File: src/rtl/aes_key_expand.sv
// rtl/aes_key_expand.sv - AES-128 key schedule, one round key per clock
module aes_key_expand (
    input  logic          clk,
    input  logic          rst,
    input  logic          start,
    input  logic [127:0]  key_in,
    output logic          busy,
    output logic          done,
    output logic          key_valid,
    output logic [1407:0] round_keys
);

    // Forward S-box, row 0x0_ in the most significant 128 bits.
    localparam logic [2047:0] SBOX_TBL = {
        128'h637c777bf26b6fc53001672bfed7ab76,
        128'hca82c97dfa5947f0add4a2af9ca472c0,
        128'hb7fd9326363ff7cc34a5e5f171d83115,
        128'h04c723c31896059a071280e2eb27b275,
        128'h09832c1a1b6e5aa0523bd6b329e32f84,
        128'h53d100ed20fcb15b6acbbe394a4c58cf,
        128'hd0efaafb434d338545f9027f503c9fa8,
        128'h51a3408f929d38f5bcb6da2110fff3d2,
        128'hcd0c13ec5f974417c4a77e3d645d1973,
        128'h60814fdc222a908846eeb814de5e0bdb,
        128'he0323a0a4906245cc2d3ac629195e479,
        128'he7c8376d8dd54ea96c56f4ea657aae08,
        128'hba78252e1ca6b4c6e8dd741f4bbd8b8a,
        128'h703eb5664803f60e613557b986c11d9e,
        128'he1f8981169d98e949b1e87e9ce5528df,
        128'h8ca1890dbfe6426841992d0fb054bb16
    };

    typedef enum logic {IDLE = 1'b0, EXPAND = 1'b1} state_t;

    state_t        state, state_next;
    logic [3:0]    rnd;
    logic [3:0]    prev_idx;
    logic [127:0]  slot [0:10];
    logic [127:0]  prev_rk;
    logic [127:0]  next_rk;
    logic [31:0]   rot_sub;
    logic [7:0]    rcon;
    logic [31:0]   t_word;
    logic [31:0]   w0, w1, w2, w3;

    function automatic logic [7:0] sbox(input logic [7:0] b);
        return SBOX_TBL[{~b, 3'b111} -: 8];
    endfunction

    always_ff @(posedge clk or posedge rst) begin
        if (rst) begin
            state <= IDLE;
        end else begin
            state <= state_next;
        end
    end

    always_comb begin
        state_next = state;
        case (state)
            IDLE:    if (start) state_next = EXPAND;
            EXPAND:  if (rnd == 4'd10) state_next = IDLE;
            default: state_next = IDLE;
        endcase
    end

    always_comb begin
        busy = (state == EXPAND);
    end

    always_comb begin
        rcon = 8'h00;
        case (rnd)
            4'd1:    rcon = 8'h01;
            4'd2:    rcon = 8'h02;
            4'd3:    rcon = 8'h04;
            4'd4:    rcon = 8'h08;
            4'd5:    rcon = 8'h10;
            4'd6:    rcon = 8'h20;
            4'd7:    rcon = 8'h40;
            4'd8:    rcon = 8'h80;
            4'd9:    rcon = 8'h1b;
            4'd10:   rcon = 8'h36;
            default: rcon = 8'h00;
        endcase
    end

    always_comb begin
        prev_idx = rnd - 4'd1;
        prev_rk  = (prev_idx <= 4'd10) ? slot[prev_idx] : '0;
        // RotWord folded into the byte order of the S-box lookups.
        rot_sub  = {sbox(prev_rk[23:16]), sbox(prev_rk[15:8]),
                    sbox(prev_rk[7:0]),   sbox(prev_rk[31:24])};
        t_word   = rot_sub ^ {rcon, 24'h000000};
        w0       = prev_rk[127:96] ^ t_word;
        w1       = w0 ^ prev_rk[95:64];
        w2       = w1 ^ prev_rk[63:32];
        w3       = w2 ^ prev_rk[31:0];
        next_rk  = {w0, w1, w2, w3};
    end

    always_ff @(posedge clk or posedge rst) begin
        if (rst) begin
            rnd       <= 4'd0;
            done      <= 1'b0;
            key_valid <= 1'b0;
            for (int i = 0; i < 11; i++) begin
                slot[i] <= '0;
            end
        end else begin
            done <= 1'b0;
            if (state == IDLE) begin
                if (start) begin
                    slot[0]   <= key_in;
                    rnd       <= 4'd1;
                    key_valid <= 1'b0;
                end
            end else begin
                for (int i = 1; i < 11; i++) begin
                    if (rnd == 4'(i)) begin
                        slot[i] <= next_rk;
                    end
                end
                if (rnd == 4'd10) begin
                    done      <= 1'b1;
                    key_valid <= 1'b1;
                end else begin
                    rnd <= rnd + 4'd1;
                end
            end
        end
    end

    genvar g;
    generate
        for (g = 0; g < 11; g++) begin : g_out
            assign round_keys[128*g +: 128] = slot[g];
        end
    endgenerate

endmodule

File: config.mk
export PLATFORM = sky130hd
export DESIGN_NAME = aes_key_expand
export DESIGN_NICKNAME = d
export VERILOG_FILES = /design/src/rtl/aes_key_expand.sv
export SDC_FILE = /design/constraint.sdc
export NUM_CORES = 2
export LEC_CHECK = 0
export ABC_CLOCK_PERIOD_IN_PS = 60700
export CORE_AREA = 2 2 603 605
export CTS_BUF_LIST = sky130_fd_sc_hd__clkbuf_4
export CTS_CLUSTER_SIZE = 28
export DETAILED_ROUTE_END_ITERATION = 12
export DIE_AREA = 0 0 605 607
export GPL_TIMING_DRIVEN = 0
export HOLD_SLACK_MARGIN = 0.15
export PLACE_DENSITY = 0.43
export SYNTH_ARGS = -nofsm -noshare
export SYNTH_HDL_FRONTEND = slang
export SYNTH_SLANG_ARGS = --single-unit
File: constraint.sdc
create_clock -name clk -period 60.7 [get_ports clk]
set_input_delay 9.105 -clock clk [delete_from_list [all_inputs] [get_ports clk]]
set_output_delay 9.105 -clock clk [all_outputs]
set_load 0.01 [all_outputs]
Word-level counts from Yosys, hierarchy flattened
Memories as Yosys holds them, arrays and structs flattened.
Cells that the tools add are included.

cells by class
  $add $sub $neg = 2
  order comparisons = 2
  equality and inequality tests = 12
  shift-type cells = 4
  multiplexer cells = 15
  bitwise gates (word level) = 11
  reductions and logical operators = 14

operators by type and width
  kind                          number
  $shiftx A2055 B12 Y8 const A  4
  $bmux W128 S4                 1
  $mux W128                     3
  $xor A32 B32 Y32              5
  $not A8 Y8                    4
  $reduce_and A2 Y1             13
  $eq A4 B3 Y1 const B          4
  $eq A4 B4 Y1 const B          3
  $mux W4                       3
  $eq A4 B2 Y1 const B          2
  $mux W1                       7
  $ge A5 B5 Y1 const B          1
  $not A4 Y5                    1
  $add A4 B1 Y4 const B         1
  $eq A4 B1 Y1 const B          1
  $le A4 B4 Y1 const B          1
  $sub A4 B1 Y4 const B         1
  $ne A2 B1 Y1 const B          1
  $ne A2 B2 Y1 const B          1
  $pmux W1 S2                   1
  $reduce_bool A2 Y1            1
  $not A1 Y1                    1

storage, ports and cells
  register bits = 1,415
  memory bits (read-only) = 128
  input bits = 131
  word-level logic and storage cells = 76
  memories kept = 1

memories
  memory           words  width  rd ports  clocked after Yosys merged registers in  write ports  RTL line  source
  (no name shown)  16     8      1         0                                        0            73        case (rnd)

Longest topological paths before layout
  depth in word-level cells = 13
  mapped depth = 34

Worst setup path before layout
No wires, ideal clock.

  path kind = input-to-reg
  from = input port start
  to = register slot (netlist bit round_keys[0])
  library setup time = 0.065 ns
  arrival = 9.988 ns
  data required time = 60.635 ns
  setup slack = 50.646 ns
  stages on the path = 6
  path buffers = 3
  cell sequence = nand2b_1 > clkbuf_1 > clkbuf_1 > clkbuf_1 > nand2_1 > nand2_1

on the way
  cells in the longest elaborated chain, start to end = 1

RTL lines
  what                                RTL line  source
  from (decl)                         5         input logic start,
  $reduce_and A2 Y1 (no source line)  n/a
  to (signal, indexed assignment)     121       slot[i] <= next_rk;
  to (decl)                           38        logic [127:0] slot [0:10];

No other way between the ends.
A chain may end at the register's enable or synchronous reset.

Worst setup path after layout
  from = register rnd[0]
  to = register slot (netlist bit round_keys[550])

on the way
  cells in the longest elaborated chain, start to end = 12
  elaborated cells on any way between the ends = 15
  classes of those cells = add/sub: 1; order compare: 1; eq/ne: 1; shift: 1; mux: 4; bitwise: 6; reduce/logical: 1

RTL lines
  what                                          RTL line  source
  from (decl)                                   36        logic [3:0] rnd;
  from (signal assigned)                        128       rnd <= rnd + 4'd1;
  $sub A4 B1 Y4                                 89        prev_idx = rnd - 4'd1;
  $not A4 Y5 (implied by the code)              90        prev_rk = (prev_idx <= 4'd10) ? slot[prev_idx] : '0;
  $bmux W128 S4                                 90
  $mux W128 (implied by the code) (2 in a row)  90
  $mux W128                                     90
  $not A8 Y8                                    47        return SBOX_TBL[{~b, 3'b111} -: 8];
  $shiftx A2055 B12 Y8                          47
  $xor A32 B32 Y32                              94        t_word = rot_sub ^ {rcon, 24'h000000};
  $xor A32 B32 Y32                              95        w0 = prev_rk[127:96] ^ t_word;
  $xor A32 B32 Y32                              96        w1 = w0 ^ prev_rk[95:64];
  $xor A32 B32 Y32                              97        w2 = w1 ^ prev_rk[63:32];

Several ways; a longest one is shown, not always the timed one. The select of a mux whose other input is x is not followed.

==> run_results.csv <==
group,metric,value,unit
cts,hold_buffers,0,
logic_synthesis,synth_area_leaders,"dfrtp_1, nand2_1, o21ai_0",
setup_path,cp_max_fo,13,
logic_synthesis,synth-xor-area-share,2.535,%
grt,antenna_found_initial,89,
logic_synthesis,syn_area,80210,um2
sta,slew_headroom,-13.55,%
hold_path,hold_path_class,"flip-flop to flip-flop",
die,die_w,605,um
sta,rsz0062_at_grt,"no",
drt,routed_wl,778.3,mm
final_layout,seq_area,35410,um2
cts,clock_path_buffers,4,
die,initial_core_util,22.23,%
setup_path,critPathCaptureType,"flip-flop",
setup_path,critical_path.startpoint_type,"flip-flop",
cts,cts_tree,"yes",
grt,grt_pass1_vias,89630,
sta,period_minus_slack,17.87,ns
setup_path,critical_path.endpoint,"round_keys[550]",
grt,grt-ovfl-total,0,
final_layout,drive_above_1_share,13.74,%
setup_path,cp_num_cells,34,
cts,cts.sinks,1415,
final_layout,fill_cells,38520,
grt,grt_pass1_wl,980.0,mm
sta,tns,0,ns
drt,num_vias,94340,
logic_synthesis,synth_top_family_by_area,"compound AO/OA/AOI/OAI gates",
drt,remaining_drc_errors,0,
final_layout,multi_input_area,40970,um2
run_status,status,"finished with violations",
placed_design,port_buffers,1541,
logic_synthesis,yosysUniqueCellTypes,117,
logic_synthesis,yosys.area.top_type,"dfrtp_1",
grt,track_usage,40.89,%
cts,ctsResizeCount,0,
sta,fmax,55.96,MHz
logic_synthesis,synth_warnings,0,
sta,finalHoldViolCount,0,
sta,timing.final.crit_share,29.44,%
final_layout,final_nets,11050,
die,ios,1542,
logic_synthesis,synth_compound_area_share,21.33,%
drt,firstDrtPassIters,8,
setup_path,worst_path_largest_cell_delay,1.16,ns
logic_synthesis,synthSimpleGateAreaFrac,15.12,%
run_status,violations,"max-capacitance violations, max-slew violations",
setup_path,cp_slowest_cell,"clkbuf_1",
logic_synthesis,yosysSeqAreaShare,44.14,%
cts,cts_buffers,421,
logic_synthesis,synth_seq_cells,1415,
setup_path,reg2reg_depth,34,
cts,clkTransAtPathRegs,0.06,ns
setup_path,critical_path.most_common_cell,"clkbuf_1",
placed_design,place.gp.congestion,1.030,
hold_path,hp-start,"round_keys[1311]",
die,dieArea,367200,um2
setup_path,worstPathArrival,19.14,ns
final_layout,area_delta_synth_final,35.54,%
logic_synthesis,synth_edf_count,0,
drt,vias_per_cell,5.887,
cts,clk_latency,1.58,ns
logic_synthesis,syn_area_per_cell,9.081,um2
logic_synthesis,async_flop_share,100.0,%
setup_path,timing.rr.end,"round_keys[550]",
logic_synthesis,synth_flop_cell,"dfrtp_1",
drt,drt_first_iter_violations,12840,
cts,post_cts_buffers,0,
setup_path,worstSetupPathType,"flip-flop to flip-flop",
setup_path,reg2reg_slack,42.83,ns
cts,cts_max_level,5,
flow_run,cap_violations,16,
sta,drv_slew,118,
logic_synthesis,synthMuxAreaShare,10.88,%
die,chipHeight,607,um
setup_path,crit_start,"rnd[0]",
die,core_area,360900,um2
drt,ant_nets,0,
logic_synthesis,synth_top_cell_area_share,44.14,%
logic_synthesis,syn-num-nets,9016,
setup_path,required,61.97,ns
sta,setup-violations-final,0,
sta,worst_pin_slew,1.703,ns
die,core.rowCount,221,
logic_synthesis,syn_inst,8833,
logic_synthesis,synth_fa_ha_area_share,0.8236,%
placed_design,dp_hpwl,611.9,mm
sta,finClkSkew,0.2233,ns
setup_path,crit_buf_inv,17,
drt,wl_per_cell,48.57,um
setup_path,crit_family,"buffers and inverters",
grt,grt_max_degree,122,
cts,cts_root_buf,"clkbuf_4",
setup_path,r2r-start,"rnd[0]",
==> cells in the mapped netlist (all sizes together), types with 37 or more instances <==
library cell	number
mux2i	284
nor2	303
xor2	50
a21oi	365
nor3	103
o22ai	73
o31ai	51
a211oi	108
ha	52
xnor2	117
nand2	2090
nand4	40
mux2	48
a31oi	121
clkbuf	504
inv	47
buf	335
o211ai	142
o221ai	39
dfrtp	1415
a311oi	38
o21ai	1449
nand3	201
a22oi	37
mux4	237
==> worst min-delay path: stages (launching register included) <==
cell and delay (ns):
dfrtp_1 0.36, nand2_1 0.05, o21ai_0 0.06
==> state kept, by name, summed over array words and instances, names as in the netlist <==
| signal | cells |
|---|---|
| round_keys | 1408 |
| rnd | 4 |
| done | 1 |
| key_valid | 1 |
| busy | 1 |
==> per-stage QoR <==
| step | cell area (um2) | hold slack (ns) | setup slack [ns] | instances | util [%] |
|---|---|---|---|---|---|
| after floorplan | 80210 | 0.5247 | 11.69 | 8833 | - |
| after global placement | 101600 | 0.4847 | -7.929 | 15170 | 28.17 |
| after detailed placement | 103300 | 0.4923 | 43.77 | 15240 | 28.61 |
| after CTS | 108600 | 0.5070 | 43.67 | 15970 | 30.08 |
| after global routing | 108600 | 0.5306 | 43.56 | 15980 | 30.10 |
| final | 108700 | 0.5064 | 42.83 | 16020 | 30.13 |
==> per-layer routing <==
| layer | up-vias | global-route usage, % | part of all wire, % |
|---|---|---|---|
| li1 | 36220 | - | - |
| met1 | 49250 | 47.52 | 37 |
| met2 | 7002 | 62.14 | 43 |
| met3 | 1834 | 12.27 | 9.8 |
| met4 | 28 | 33.88 | 10 |
| met5 | - | 0 | 0.022 |
==> cells by family after synthesis <==
family                   Yosys count
XOR/XNOR                         176
adder cells (fa/ha/maj)           53
buffers and inverters            887
multiplexers                     569
AO/OA/AOI/OAI                   2807
flip-flops                      1415
AND/OR/NAND/NOR                 2926
==> layout by cell type (no fill, tap or decap), types with 39 or more instances in the layout <==
master,n
ha_1,52
o22ai_1,68
a31oi_1,120
buf_2,180
o31ai_1,49
clkbuf_4,632
clkbuf_1,465
clkinv_1,74
xnor2_1,67
xor2_1,39
mux4_2,237
o211ai_1,140
nand2_1,2089
nand4_1,40
o21ai_1,68
clkdlybuf4s50_1,1541
mux2i_1,282
buf_6,43
buf_4,101
o221ai_1,39
dfrtp_1,1415
inv_1,39
diode_2,52
o21ai_0,1376
a21oi_1,358
nor3_1,97
xnor2_2,46
nor2_1,294
mux2_2,47
a211oi_1,98
nand3_1,199
==> how the worst min path moves through the flow <==
| stage | cells after the start | end | slack (ns) |
|---|---|---|---|
| finish | 2 | round_keys[1311] | 0.51 |
| global placement | 2 | round_keys[419] | 0.48 |
| global route | 2 | round_keys[835] | 0.53 |
| CTS | 2 | round_keys[180] | 0.51 |
| detailed placement | 2 | round_keys[63] | 0.49 |
| floorplan | 2 | round_keys[27] | 0.52 |
==> cell type report <==
type	count	area share [%]
Clock inverter	109	0.5605
Multi-Input combinational cell	6531	37.68
Clock buffer	625	4.316
Tap cell	4794	5.517
Buffer	839	3.717
Inverter	48	0.1726
Sequential cell	1415	32.57
Timing Repair Buffer	1611	15.35
Antenna cell	52	0.1197
Power is left out: the tool's default activity adds up to more than one toggle a clock period on the data nets, which glitch-free logic cannot reach.
